File: config.mk
export PLATFORM = sky130hd
export DESIGN_NAME = fetch_unit
export DESIGN_NICKNAME = d
export VERILOG_FILES = /design/src/rtl/fetch_unit.sv
export SDC_FILE = /design/constraint.sdc
export NUM_CORES = 1
export LEC_CHECK = 0
export ABC_CLOCK_PERIOD_IN_PS = 4700
export BUFFER_PORTS_ARGS = -buffer_cell sky130_fd_sc_hd__buf_2
export CORE_MARGIN = 4
export CORE_UTILIZATION = 25
export CTS_BUF_LIST = sky130_fd_sc_hd__clkbuf_4 sky130_fd_sc_hd__clkbuf_8 sky130_fd_sc_hd__clkbuf_16
export DETAILED_ROUTE_END_ITERATION = 7
export PLACE_DENSITY_LB_ADDON = 0.12
export SETUP_SLACK_MARGIN = 0.5
export SYNTH_ARGS = -nofsm -noshare
export SYNTH_HDL_FRONTEND = slang
export SYNTH_SLANG_ARGS = --single-unit
export TNS_END_PERCENT = 20
File: constraint.sdc
create_clock -name clk -period 4.7 [get_ports clk]
set_clock_uncertainty 0.2 [all_clocks]
set_input_delay 1.175 -clock clk [delete_from_list [all_inputs] [get_ports clk]]
set_output_delay 1.175 -clock clk [all_outputs]
set_load 0.1 [all_outputs]
File: src/rtl/fetch_unit.sv
// Instruction-fetch stage with IF/ID register: owns the PC, applies ID redirects,
// stall hold, wrong-path flush and edge-triggered interrupt entry with EPC capture.
module fetch_unit #(
  parameter logic [31:0] RESET_PC = 32'h0000_0000,
  parameter logic [31:0] IRQ_PC   = 32'h0000_0004
) (
  input  logic        clk,
  input  logic        reset,
  input  logic        stall,
  input  logic        intterupt,
  input  logic [2:0]  PCSrcID,
  input  logic [31:0] branchaddrID,
  input  logic [31:0] jumpaddrID,
  input  logic [31:0] jraddrID,
  output logic [31:0] imem_addr,
  input  logic [31:0] imem_rdata,
  output logic [31:0] instructionID,
  output logic [31:0] PCplus4ID,
  output logic [31:0] epc,
  output logic        in_irq,
  output logic        irq_ack
);

  logic [31:0] pc_q, pc_d;
  logic [31:0] instr_q, instr_d;
  logic [31:0] pcp4_q, pcp4_d;
  logic [31:0] epc_q, epc_d;
  logic        in_irq_q, in_irq_d;
  logic        irq_prev_q, irq_prev_d;
  logic        pending_q, pending_d;
  logic        irq_ack_q, irq_ack_d;

  logic [31:0] pc_plus4;
  logic [31:0] target;
  logic        redirect;
  logic        entry;

  always_comb begin
    pc_plus4 = pc_q + 32'd4;
    redirect = (PCSrcID >= 3'd1) && (PCSrcID <= 3'd4);
    entry    = !stall && !redirect && pending_q && !in_irq_q;

    case (PCSrcID)
      3'd1:    target = branchaddrID;
      3'd2:    target = jumpaddrID;
      3'd3:    target = jraddrID;
      default: target = epc_q;
    endcase

    pc_d       = pc_q;
    instr_d    = instr_q;
    pcp4_d     = pcp4_q;
    epc_d      = epc_q;
    in_irq_d   = in_irq_q;
    irq_ack_d  = 1'b0;
    irq_prev_d = intterupt;
    // A fresh edge in the entry cycle must not be lost, so set wins over clear.
    pending_d  = (pending_q && !entry) || (intterupt && !irq_prev_q);

    if (!stall) begin
      if (redirect) begin
        pc_d    = {target[31:2], 2'b00};
        instr_d = 32'd0;
        pcp4_d  = 32'd0;
        if (PCSrcID == 3'd4) in_irq_d = 1'b0;
      end else if (entry) begin
        epc_d     = pc_q;
        pc_d      = IRQ_PC;
        in_irq_d  = 1'b1;
        irq_ack_d = 1'b1;
        instr_d   = 32'd0;
        pcp4_d    = 32'd0;
      end else begin
        pc_d    = pc_plus4;
        instr_d = imem_rdata;
        pcp4_d  = pc_plus4;
      end
    end
  end

  always_ff @(posedge clk or negedge reset) begin
    if (!reset) begin
      pc_q       <= RESET_PC;
      instr_q    <= 32'd0;
      pcp4_q     <= 32'd0;
      epc_q      <= 32'd0;
      in_irq_q   <= 1'b0;
      irq_prev_q <= 1'b0;
      pending_q  <= 1'b0;
      irq_ack_q  <= 1'b0;
    end else begin
      pc_q       <= pc_d;
      instr_q    <= instr_d;
      pcp4_q     <= pcp4_d;
      epc_q      <= epc_d;
      in_irq_q   <= in_irq_d;
      irq_prev_q <= irq_prev_d;
      pending_q  <= pending_d;
      irq_ack_q  <= irq_ack_d;
    end
  end

  assign imem_addr     = pc_q;
  assign instructionID = instr_q;
  assign PCplus4ID     = pcp4_q;
  assign epc           = epc_q;
  assign in_irq        = in_irq_q;
  assign irq_ack       = irq_ack_q;

endmodule

Word level (Yosys, flattened, before mapping):

Cells that the tools add are included.

* add/sub/neg operators: 1
* order comparisons: 2
* equal/unequal tests: 5
* muxes and demuxes: 13
* bitwise logic cells: 2
* reductions and logical operators: 15

Operators by type and width (count)
* $mux 32: 6
* $pmux 32 s3: 1
* $add 32x3->32 const B: 1
* $eq 3x2->1 const B: 2
* $logic_and 1x1->1: 6
* $mux 1: 6
* $reduce_and 3->1: 2
* $logic_not 1->1: 5
* $eq 3x1->1 const B: 1
* $eq 3x3->1 const B: 1
* $ge 3x1->1 const B: 1
* $le 3x3->1 const B: 1
* $ne 2x1->1 const B: 1
* $not 1->1: 2
* $reduce_bool 2->1: 1
* $logic_or 1x1->1: 1

* flip-flop bits (word level): 132
* word-level logic and storage cells: 46

Logic depth before layout (Yosys ltp):

* depth in word-level cells: 9
* gate-level depth with buffers: 9

Worst setup path before layout:

OpenSTA, ideal clock, no wires.

* path type: register -> register
* start point: register pc_q[10], in the netlist imem_addr[10]
* end point: register pc_q[23], in the netlist imem_addr[23]
* data arrival time: 2896 ps
* data required time: 4427 ps
* setup slack: 1531 ps
* cell stages (with the launch flop): 7
* path buffers: 1
* period minus slack after synthesis: 3169 ps
* path through: dfrtp_1 > buf_4 > nand4_1 > or4_4 > or4_1 > or4_1 > nand3_1

* cells in the longest elaborated chain, start to end: 3

Ends and longest elaborated chain
* from (decl): RTL line 24 `logic [31:0] pc_q, pc_d;`
* from (signal assigned): RTL line 92 `pc_q <= pc_d;`
* $add 32x3->32: RTL line 39 `pc_plus4 = pc_q + 32'd4;`
* $mux 32: RTL line 66 `end else if (entry) begin`
* $mux 32: RTL line 61 `if (redirect) begin`

No other way between the ends.
A chain may end at the register's enable or synchronous reset.

Worst setup path after layout:

* start point: input PCSrcID[0]
* end point: register pc_q[24], in the netlist imem_addr[24]

* cells in the longest elaborated chain, start to end: 8
* elaborated cells on any way between the ends: 13
* classes of those cells: order compare (2); eq/ne (3); mux (3); reduce/logical (5)

Ends and longest elaborated chain
* from (decl): RTL line 11 `input logic [2:0] PCSrcID,`
* $ge 3x1->1 / $le 3x3->1 (equally long branches): RTL line 40 `redirect = (PCSrcID >= 3'd1) && (PCSrcID <= 3'd4);`
* $logic_and 1x1->1: RTL line 40
* $logic_not 1->1: RTL line 41 `entry = !stall && !redirect && pending_q && !in_irq_q;`
* $logic_and 1x1->1 (3 in a row): RTL line 41
* $mux 32: RTL line 66
* $mux 32 (*): RTL line 61

Mark *: on every way between the ends. The rest lies on a longest branch, timed or not.

==> metrics.cfg <==
[run_status]
status=finished clean

[layout]
nets=1083
n_fill_cell=2754
area_delta_synth_final_pct=33.00
finalNonFillerCells=1294
layout-drive-gt1-share_pct=35.97
seqCellArea_sq_um=3178
final_common_cell=buf_2
n_antenna_cell=0
layout_common_cells=252 x buf_2, 127 x dfrtp_1, 123 x nand2_1
multi_input_area_sq_um=3246

[sta]
finalHoldViolations=0
setup_tns_ns=0
period_needed_ns=3.190
finalSetupViolCount=0
worst_slew_pin_slew_ns=0.9331
slew_viol_final=0
hold_slack_ns=0.2384
slew_headroom_pct=37.66
rsz0062_at_grt=no
timing.fmax_mhz=313.5
finalCritPeriodShare_pct=67.88

[global_route]
grt_pass1_wl_mm=38.34
grt_max_degree=76
antenna_found_initial=2
grt_use_total_pct=16.90
grt_overflow=0
grt_pass1_vias=6304

[setup_path]
crit_arrival_ns=3.28
slowest_delay_ns=0.47
critical-path-slowest-cell=or3b_2
crit_path_end_kind=flip-flop
startpoint_type=input pin
crit_chain=buf_2 > buf_4 > nor2b_4 > a22oi_1 > o22a_1 > o21ai_0 > or3b_2
cp_num_buf_inv=2
critical_path_class=input pin to flip-flop
critPathRequiredTime_ns=4.79
crit_fanout=29
crit_family=buffers and inverters

[place]
dp_cells=1263
place.gp.congestion=0.7812
hpwl_mm=17.78
port_buffers=254

[logic_synthesis]
synth_top_family_by_area=compound AO/OA/AOI/OAI gates
synth_area_sq_um=6700
synth_simple_gate_area_share_pct=14.77
synth_mux_area_share_pct=9.692
ys.flop_type=dfrtp_1
synth_compound_area_share_pct=19.07
ys_seq_area_share_pct=47.43
ys_warn_count=0
synth_xor_area_share_pct=3.660
synth-async-reset-ratio_pct=100.0
synth_seq_cells=127
yosysUniqueCellTypes=48
avgSynthCellArea_sq_um=9.293
synthCells=721
synth_edf_count=0
synthAdderAreaFrac_pct=0.1867

[drt]
drtIter0Drc=317
vias_per_cell=4.851
post-route-drc-count=0
drtAntennaViolNets=0
dr.pass1.iters=5
vias=6277
wl_mm=25.19
wl_per_cell_um=19.46

[clock_network]
htreeDepth=4
postCtsSetupBuffers=0
numCtsBuffers=17
hold_buffers=0
clk_latency_ns=0.41
cts_tree=built
ctsResizeCount=0
clock_path_buffers=2
cts.clk_slew.worst_paths_ns=0.06
ctsRootBufferMaster=clkbuf_16
clock-sinks=127

[floorplan]
core_area_sq_um=26210
num_rows=59
initial_core_util_pct=25.57
ios=265
die_w_um=171.7
die_area_sq_um=29480
die_h_um=171.7

[power]
powerDensity_nw_per_um2=625.4
total_power_uw=5573
p_leak_uw=0.004238
ir_drop_v=0.0002185

[run]
drv_cap=0

[worst_hold_path]
hold_path_class=flip-flop to flip-flop

metrics by stage:
step                      setup WS, ns  util (%)  instance area [sq um]
final                            1.510     34.00                   8911
after global placement           1.014     31.82                   8339
after global routing             1.348     34.00                   8911
after floorplan                  1.531         -                   6711
after detailed placement        0.9870     31.82                   8339
after CTS                        1.458     34.00                   8911
Yosys cell counts (all sizes together), types with 2 or more instances:
cell,instances,share of area [%]
dfrtp,127,47
nand2,123,6.9
o21ai,77,5.8
clkbuf,50,2.8
mux2,31,5.2
mux2i,30,4.5
a22oi,29,3.2
o22ai,27,2.5
a21oi,21,1.6
nor2,18,1.0
xnor2,18,2.4
buf,17,1.4
inv,16,0.90
nand3,16,1.2
o31ai,14,1.6
nor4,12,1.2
nand4,11,1.0
xor2,10,1.3
o22a,9,1.2
a31oi,7,0.65
or4,7,0.84
nor3,6,0.45
and3,5,0.47
o221ai,4,0.52
a211o,3,0.39
and2,3,0.28
nor2b,3,0.28
o2bb2ai,3,0.39
or2,3,0.28
or3,3,0.28
a21o,2,0.22
a32oi,2,0.26
nand2b,2,0.19
o31a,2,0.26
cell type report:
class	instances	share of cell area [%]
clock buffers	20	5.097
clock inverters	11	1.320
inverters	17	0.7161
multi-input cells	513	36.42
flip-flops and latches	127	35.66
well taps	335	4.704
repair buffers	271	16.08
report_power, final:
| part | leakage [uW] | total, uW | switching [uW] | internal [uW] |
|---|---|---|---|---|
| clock | 0.000282 | 1310 | 506 | 800 |
| combinational | 0.00230 | 2670 | 2210 | 458 |
| sequential | 0.00165 | 1600 | 265 | 1330 |
cells by family (layout without fill, tap and decap cells):
logic type               Yosys count  after routing
XOR/XNOR                          28             28
buffers and inverters             84            319
adder cells (fa/ha/maj)            1              1
AND/OR/NAND/NOR                  215            215
AO/OA/AOI/OAI                    204            204
other                              1              4
multiplexers                      61             61
flip-flops                       127            127
worst register-to-register path: stages, from the launching register on:
cell and delay (ns):
dfrtp_1 0.58, nand4_1 0.36, nor4_1 0.82, nand3_1 0.26, and3_1 0.25, or3_1 0.35
routing by layer:
metal  GRT usage (%)  part of all wire [%]
met5               0                 0.099
met4           2.962                  0.86
met3           5.240                   6.7
met2           27.93                    47
met1           22.15                    45
sequential cells by signal (all words and copies together) (netlist names):
name and count:
epc 30, irq_ack 1, imem_addr 30, pending_q 1, in_irq 1, instructionID 32
PCplus4ID 31, irq_prev_q 1
final timing paths:
kind | startpoint | to | slack (ns) | cells past startpoint
max in group asynchronous | reset | instructionID[24] | 2.96 | 2
setup / recovery | PCSrcID[0] | imem_addr[24] | 1.51 | 7
setup reg to reg | imem_addr[15] | imem_addr[29] | 1.75 | 5
hold reg to reg | irq_prev_q | pending_q | 0.24 | 1
min in group asynchronous | reset | PCplus4ID[16] | 0.53 | 1
hold / removal | irq_prev_q | pending_q | 0.24 | 1
Power figures use the tool's default switching activity.
